$ cat config.mk
export PLATFORM = sky130hd
export DESIGN_NAME = cfu_cmd_initiator
export DESIGN_NICKNAME = d
export VERILOG_FILES = /design/src/rtl/cfu_if_pkg.sv /design/src/rtl/sync_fifo.sv /design/src/rtl/cfu_cmd_initiator.sv
export SDC_FILE = /design/constraint.sdc
export NUM_CORES = 1
export LEC_CHECK = 0
export BUFFER_PORTS_ARGS = -buffer_cell sky130_fd_sc_hd__buf_2
export CORE_MARGIN = 2
export CORE_UTILIZATION = 39
export DETAILED_ROUTE_END_ITERATION = 10
export PLACE_DENSITY = 0.58
export SYNTH_ARGS = -nofsm -noshare
export SYNTH_HDL_FRONTEND = slang
export SYNTH_SLANG_ARGS = --single-unit
$ cat constraint.sdc
create_clock -name clk -period 2.9 [get_ports clk]
set_input_delay 0 -clock clk [delete_from_list [all_inputs] [get_ports clk]]
set_output_delay 0 -clock clk [all_outputs]
set_load 0.03 [all_outputs]
$ cat src/rtl/cfu_if_pkg.sv
// Shared types and helpers for the CFU command/response initiator.
// Bundle widths, FSM states and the no-response opcode test.
package cfu_if_pkg;

  localparam int FUNCT_W = 10;
  localparam int DATA_W  = 32;
  localparam int CMD_W   = FUNCT_W + 2 * DATA_W;
  localparam int RSP_W   = DATA_W + FUNCT_W + 1;

  typedef enum logic [1:0] {
    IDLE,
    ISSUE,
    WAIT_RSP
  } state_e;

  function automatic logic is_nop(input logic [FUNCT_W-1:0] f);
    return (f & FUNCT_W'(7)) == '0;
  endfunction

endpackage

$ cat src/rtl/sync_fifo.sv
// Single-clock FIFO with occupancy count.
// A push on a full FIFO is honoured when a pop happens in the same cycle.
module sync_fifo #(
  parameter int WIDTH = 8,
  parameter int DEPTH = 4
) (
  input  logic                     clk,
  input  logic                     rst_n,
  input  logic                     push_i,
  input  logic                     pop_i,
  input  logic [WIDTH-1:0]         wdata_i,
  output logic [WIDTH-1:0]         rdata_o,
  output logic                     empty_o,
  output logic [$clog2(DEPTH):0]   count_o
);

  localparam int AW = $clog2(DEPTH);

  logic [WIDTH-1:0] mem_q [DEPTH];
  logic [AW-1:0]    wptr_q, rptr_q;
  logic [AW:0]      cnt_q;
  logic             full, do_push, do_pop;

  assign full    = cnt_q == (AW+1)'(DEPTH);
  assign empty_o = cnt_q == '0;
  assign count_o = cnt_q;
  assign rdata_o = mem_q[rptr_q];
  assign do_pop  = pop_i && !empty_o;
  assign do_push = push_i && (!full || do_pop);

  always_ff @(posedge clk or negedge rst_n) begin
    if (!rst_n) begin
      for (int i = 0; i < DEPTH; i++) mem_q[i] <= '0;
      wptr_q <= '0;
      rptr_q <= '0;
      cnt_q  <= '0;
    end else begin
      if (do_push) begin
        mem_q[wptr_q] <= wdata_i;
        wptr_q        <= wptr_q + AW'(1);
      end
      if (do_pop) rptr_q <= rptr_q + AW'(1);
      if (do_push && !do_pop)      cnt_q <= cnt_q + (AW+1)'(1);
      else if (do_pop && !do_push) cnt_q <= cnt_q - (AW+1)'(1);
    end
  end

endmodule

$ cat src/rtl/cfu_cmd_initiator.sv
// CPU-side CFU initiator: queues host commands, issues one at a time,
// and collects responses (or timeouts) into a response FIFO.
module cfu_cmd_initiator
  import cfu_if_pkg::*;
#(
  parameter int CMD_DEPTH = 4,
  parameter int RSP_DEPTH = 4,
  parameter int TIMEOUT   = 255
) (
  input  logic        clk,
  input  logic        rst_n,
  input  logic        cmd_in_valid,
  output logic        cmd_in_ready,
  input  logic [9:0]  cmd_in_funct,
  input  logic [31:0] cmd_in_op0,
  input  logic [31:0] cmd_in_op1,
  output logic        rsp_out_valid,
  input  logic        rsp_out_ready,
  output logic [31:0] rsp_out_data,
  output logic [9:0]  rsp_out_funct,
  output logic        rsp_out_timeout,
  output logic        cmd_valid,
  input  logic        cmd_ready,
  output logic [9:0]  cmd_payload_function_id,
  output logic [31:0] cmd_payload_inputs_0,
  output logic [31:0] cmd_payload_inputs_1,
  input  logic        rsp_valid,
  output logic        rsp_ready,
  input  logic [31:0] rsp_payload_outputs_0,
  output logic        busy,
  output logic [7:0]  timeout_cnt
);

  localparam int CCW = $clog2(CMD_DEPTH) + 1;
  localparam int RCW = $clog2(RSP_DEPTH) + 1;
  localparam logic [7:0] TO8 = 8'(TIMEOUT);

  logic [CMD_W-1:0]   cmd_wdata, cmd_rdata;
  logic               cmd_push, cmd_pop, cmd_empty, cmd_full;
  logic [CCW-1:0]     cmd_cnt;
  logic [RSP_W-1:0]   rsp_wdata, rsp_rdata;
  logic               rsp_push, rsp_pop, rsp_empty, rsp_full;
  logic [RCW-1:0]     rsp_cnt;

  state_e             state_q, state_d;
  logic [FUNCT_W-1:0] funct_q, funct_d;
  logic [7:0]         wcnt_q, wcnt_d;
  logic [7:0]         tcnt_q, tcnt_d;

  logic [FUNCT_W-1:0] head_funct;
  logic [DATA_W-1:0]  head_op0, head_op1;
  logic               issuing, hs;

  assign head_funct = cmd_rdata[CMD_W-1 -: FUNCT_W];
  assign head_op0   = cmd_rdata[2*DATA_W-1 -: DATA_W];
  assign head_op1   = cmd_rdata[DATA_W-1:0];

  assign cmd_full     = cmd_cnt == CCW'(CMD_DEPTH);
  assign rsp_full     = rsp_cnt == RCW'(RSP_DEPTH);
  assign cmd_in_ready = !cmd_full;
  assign cmd_push     = cmd_in_valid && cmd_in_ready;
  assign cmd_wdata    = {cmd_in_funct, cmd_in_op0, cmd_in_op1};

  sync_fifo #(.WIDTH(CMD_W), .DEPTH(CMD_DEPTH)) u_cmd_fifo (
    .clk     (clk),
    .rst_n   (rst_n),
    .push_i  (cmd_push),
    .pop_i   (cmd_pop),
    .wdata_i (cmd_wdata),
    .rdata_o (cmd_rdata),
    .empty_o (cmd_empty),
    .count_o (cmd_cnt)
  );

  sync_fifo #(.WIDTH(RSP_W), .DEPTH(RSP_DEPTH)) u_rsp_fifo (
    .clk     (clk),
    .rst_n   (rst_n),
    .push_i  (rsp_push),
    .pop_i   (rsp_pop),
    .wdata_i (rsp_wdata),
    .rdata_o (rsp_rdata),
    .empty_o (rsp_empty),
    .count_o (rsp_cnt)
  );

  assign issuing = state_q == ISSUE;
  assign cmd_payload_function_id = issuing ? head_funct : '0;
  assign cmd_payload_inputs_0    = issuing ? head_op0   : '0;
  assign cmd_payload_inputs_1    = issuing ? head_op1   : '0;

  assign rsp_out_valid   = !rsp_empty;
  assign rsp_pop         = rsp_out_valid && rsp_out_ready;
  assign rsp_out_data    = rsp_empty ? '0 : rsp_rdata[RSP_W-1 -: DATA_W];
  assign rsp_out_funct   = rsp_empty ? '0 : rsp_rdata[FUNCT_W:1];
  assign rsp_out_timeout = !rsp_empty && rsp_rdata[0];

  assign busy        = (state_q != IDLE) || !cmd_empty;
  assign timeout_cnt = tcnt_q;

  always_comb begin
    state_d   = state_q;
    funct_d   = funct_q;
    wcnt_d    = wcnt_q;
    tcnt_d    = tcnt_q;
    cmd_valid = 1'b0;
    rsp_ready = 1'b0;
    cmd_pop   = 1'b0;
    rsp_push  = 1'b0;
    rsp_wdata = '0;
    hs        = 1'b0;
    unique case (state_q)
      IDLE: begin
        if (!cmd_empty) state_d = ISSUE;
      end
      ISSUE: begin
        rsp_ready = !rsp_full;
        cmd_valid = !rsp_full;
        hs        = !rsp_full && cmd_ready;
        if (hs) begin
          cmd_pop = 1'b1;
          if (is_nop(head_funct) || rsp_valid) begin
            rsp_push  = !is_nop(head_funct);
            rsp_wdata = {rsp_payload_outputs_0, head_funct, 1'b0};
            state_d   = (cmd_cnt > CCW'(1)) ? ISSUE : IDLE;
          end else begin
            funct_d = head_funct;
            wcnt_d  = '0;
            state_d = WAIT_RSP;
          end
        end
      end
      WAIT_RSP: begin
        rsp_ready = !rsp_full;
        if (rsp_valid && !rsp_full) begin
          rsp_push  = 1'b1;
          rsp_wdata = {rsp_payload_outputs_0, funct_q, 1'b0};
          state_d   = cmd_empty ? IDLE : ISSUE;
        end else if (wcnt_q == TO8) begin
          // hold here until the timeout record has room
          if (!rsp_full) begin
            rsp_push  = 1'b1;
            rsp_wdata = {{DATA_W{1'b0}}, funct_q, 1'b1};
            tcnt_d    = (tcnt_q == 8'hFF) ? tcnt_q : tcnt_q + 8'd1;
            state_d   = cmd_empty ? IDLE : ISSUE;
          end
        end else begin
          wcnt_d = wcnt_q + 8'd1;
        end
      end
      default: state_d = IDLE;
    endcase
  end

  always_ff @(posedge clk or negedge rst_n) begin
    if (!rst_n) begin
      state_q <= IDLE;
      funct_q <= '0;
      wcnt_q  <= '0;
      tcnt_q  <= '0;
    end else begin
      state_q <= state_d;
      funct_q <= funct_d;
      wcnt_q  <= wcnt_d;
      tcnt_q  <= tcnt_d;
    end
  end

endmodule

==> results.json <==
{
  "fin_nets": 2077,
  "pre_cts_ws_ps": 237.3,
  "cts_tree": "built",
  "grt_pass1_vias": 15750,
  "hold_ws_ps": 27.09,
  "dp.cells": 2558,
  "cp.arrival_ps": 2810,
  "numClockSinks": 510,
  "rsz0062_at_grt": "no",
  "criticalPathCategory": "flop to primary output",
  "rows": 90,
  "tightest_slew_ps": 732.0,
  "syn_area_sq_um": 23870,
  "dp_hpwl_mm": 34.65,
  "synth_seq_area_share": 0.5346,
  "crit_path_max_incr_delay_ps": 550,
  "dr.pass1.iters": 4,
  "path_clk_slew_ps": 60,
  "drt-initial-drc-count": 682,
  "slew_headroom": 0.5120,
  "die_y_um": 251.4,
  "synth.avg_cell_area_sq_um": 14.97,
  "r2r_setup_slack_ps": 240,
  "multiInputGateArea_sq_um": 10490,
  "overflow": 0,
  "fmax_ghz": 0.3564,
  "regArea_sq_um": 12770,
  "clock_path_buffers": 3,
  "grt_start_max_net_pins": 82,
  "drt_wl_total_mm": 55.76,
  "dieArea_sq_um": 63210,
  "ant_nets": 0,
  "startpoint_type": "flop",
  "worstPathRequired_ps": 2900,
  "netlist-cell-type-count": 48,
  "status": "complete, no violations",
  "ctsHtreeMaxLevel": 2,
  "fill_cells": 5269,
  "vias_per_cell": 5.198,
  "hold_viol": 0,
  "grt_first_pass_wirelength_mm": 89.56,
  "drive_above_1_share": 0.4582,
  "slew_violations": 0,
  "yosysTopAreaCell": "dfrtp_1",
  "timing.final.ws_setup_ps": 94.07,
  "rr_endpoint": "u_rsp_fifo.count_o[1]$_DFFE_PN0P_",
  "io_buffers": 241,
  "antenna_found_initial": 8,
  "cts_root_buf": "clkbuf_16",
  "cellLeakagePower_uw": 0.01322,
  "hold_path_class": "input pin to async pin",
  "core_sq_um": 60470,
  "ir_worst_vdd_uv": 590.3,
  "routabilityCongestion": 0.7689,
  "finClkSkew_ps": 28.76,
  "ys_seq_elements": 510,
  "die_w_um": 251.4,
  "crit_slowest_cell": "dfrtp_4",
  "pin_count": 242,
  "clock_latency_ps": 620,
  "finalNonFillerCells": 2771,
  "grt_util_all_layers": 0.1790,
  "critical_path.cell_chain": "buf_8 > buf_4 > mux4_2 > and2_1 > buf_2",
  "setup_violations": 0,
  "r2r_cells": 7,
  "fin_tns_setup_ps": 0,
  "num_vias": 14410,
  "syn-num-nets": 1728,
  "crit_fanout": 44,
  "max_cap_viol_count": 0,
  "area_growth_pct": 21.98,
  "ys_warn_count": 0,
  "cts_buffers": 56,
  "synthFlopType": "dfrtp_1",
  "min_period_ps": 2806,
  "start_util": 0.3948,
  "r2r_start": "u_cmd_fifo.rptr_q[0]$_DFFE_PN0P_",
  "drc": 0,
  "ys_async_sr_fraction": 1.000,
  "power_density_nw_per_um2": 1164,
  "post-route-period-util": 0.9676,
  "synthTopCellsByArea": "dfrtp_1, mux2_2, mux4_2, mux2_4, and2_1",
  "cp-end-kind": "primary output",
  "netlist_instances": 1595,
  "synth_edf_count": 0,
  "synth.top_cell.area_share": 0.5346,
  "wl_per_cell_um": 20.12
}
[sequential cells by signal, summed over array words and instances (netlist names)]
signal	count
wcnt_q	8
state_q	2
u_cmd_fifo.mem_q	296
u_rsp_fifo.wptr_q	2
u_rsp_fifo.mem_q	172
u_rsp_fifo.count_o	3
funct_q	10
u_cmd_fifo.rptr_q	2
u_cmd_fifo.count_o	3
u_cmd_fifo.wptr_q	2
u_rsp_fifo.rptr_q	2
timeout_cnt	8
[critical path: cells and delay by family (launching register included)]
| kind | cells | cell delay, ps |
|---|---|---|
| buffers and inverters | 3 | 990 |
| flip-flops | 1 | 550 |
| multiplexers | 1 | 370 |
| AND/OR/NAND/NOR | 1 | 180 |
[routing by layer]
| layer | global-route usage | wire (um) | vias up |
|---|---|---|---|
| li1 | - | - | 6472 |
| met1 | 0.2377 | 24880 | 7577 |
| met2 | 0.3015 | 27080 | 267 |
| met3 | 0.03797 | 2772 | 77 |
| met4 | 0.04252 | 950 | 12 |
| met5 | 0 | 88 | - |
[power breakdown]
part	total (uW)	leakage, uW	internal (uW)	switching (uW)
clock network	6890	0.000878	3990	2890
registers	12100	0.00635	10400	1710
logic	14900	0.00600	7380	7560
[cell type report]
type / instances / area share
antenna: 1 / 0.00008594
sequential: 510 / 0.4386
clock buffer: 89 / 0.05685
clock inverter: 13 / 0.004254
multi-input combinational: 945 / 0.3601
inverter: 30 / 0.003867
tap: 782 / 0.03360
timing repair buffer: 401 / 0.1026
[what timing repair did]
action | CTS | global route
buffers inserted | 0 | 0
hold endpoints to repair | 760 | 0
hold buffers | 110 | 0
gates resized for setup | 2 | 1
setup endpoints to repair | 22 | 1
[worst max path at each step]
stage                                           from                                end  slack [ps]
global placement    u_cmd_fifo.rptr_q[0]$_DFFE_PN0P_    u_rsp_fifo.mem_q[2]$_DFFE_PN0P_         290
global route        u_cmd_fifo.rptr_q[1]$_DFFE_PN0P_           cmd_payload_inputs_0[12]          20
CTS                 u_cmd_fifo.rptr_q[1]$_DFFE_PN0P_            cmd_payload_inputs_0[4]          40
detailed placement             wcnt_q[0]$_DFFE_PN0P_    u_rsp_fifo.mem_q[2]$_DFFE_PN0P_         240
floorplan                     state_q[1]$_DFFE_PN0P_  u_rsp_fifo.count_o[2]$_DFFE_PN0P_         100
finish              u_cmd_fifo.rptr_q[1]$_DFFE_PN0P_           cmd_payload_inputs_1[31]          90
[Yosys cell counts, types with 2 or more instances]
cell and count:
mux2i_1 18, nor2_1 13, and2_4 30, a21oi_1 63, and2_1 127, nand2_1 25
xnor2_1 10, mux2_1 66, clkbuf_1 64, o31a_1 2, buf_1 11, nor3_2 2
nand3_1 10, mux2_4 58, o31ai_1 5, inv_1 30, o21ai_0 10, ha_1 20
nand4_1 4, a22oi_1 7, mux2_2 314, xor2_1 9, or3_1 2, or4_1 7
a32o_1 3, nor3_1 5, buf_6 16, mux4_2 117, dfrtp_1 510, buf_2 19
[per-stage QoR]
stage	util	total power [uW]	cell area, sq um
6_report	0.4815	33890	29120
5_1_grt	0.4815	35960	29120
4_1_cts	0.4814	34360	29110
3_5_place_dp	0.4336	27180	26220
3_3_place_gp	0.4336	26730	26220
2_1_floorplan	-	22810	23870
[cell usage in the layout, fill, tap and decap left out, drive strengths merged, types with 3 or more instances in the layout]
cell type | synthesis | layout
o21ai | 10 | 10
ha | 20 | 20
nand2 | 25 | 25
and2 | 157 | 157
inv | 30 | 32
o31ai | 5 | 5
nand4 | 4 | 4
mux2 | 438 | 438
xor2 | 9 | 9
xnor2 | 10 | 10
a32o | 3 | 3
a21oi | 63 | 63
clkbuf | 64 | 89
or4 | 7 | 7
buf | 46 | 291
nor3 | 7 | 7
clkinv | 0 | 10
nand3 | 10 | 10
mux4 | 117 | 117
dlygate4sd3 | 0 | 110
mux2i | 18 | 18
a22oi | 7 | 7
nor2 | 13 | 13
dfrtp | 510 | 510
[cells by family (layout without fill, tap and decap cells)]
| group | after synthesis | in the layout | share of synthesized area |
|---|---|---|---|
| compound gates | 99 | 99 | 0.02505 |
| other cells | 0 | 1 | 0 |
| fa+ha+maj | 21 | 21 | 0.01132 |
| simple gates | 233 | 233 | 0.06038 |
| flops | 510 | 510 | 0.5346 |
| buf+inv | 140 | 533 | 0.02804 |
| mux | 573 | 573 | 0.3336 |
| xor+xnor | 19 | 19 | 0.006971 |
Power figures use the tool's default switching activity.
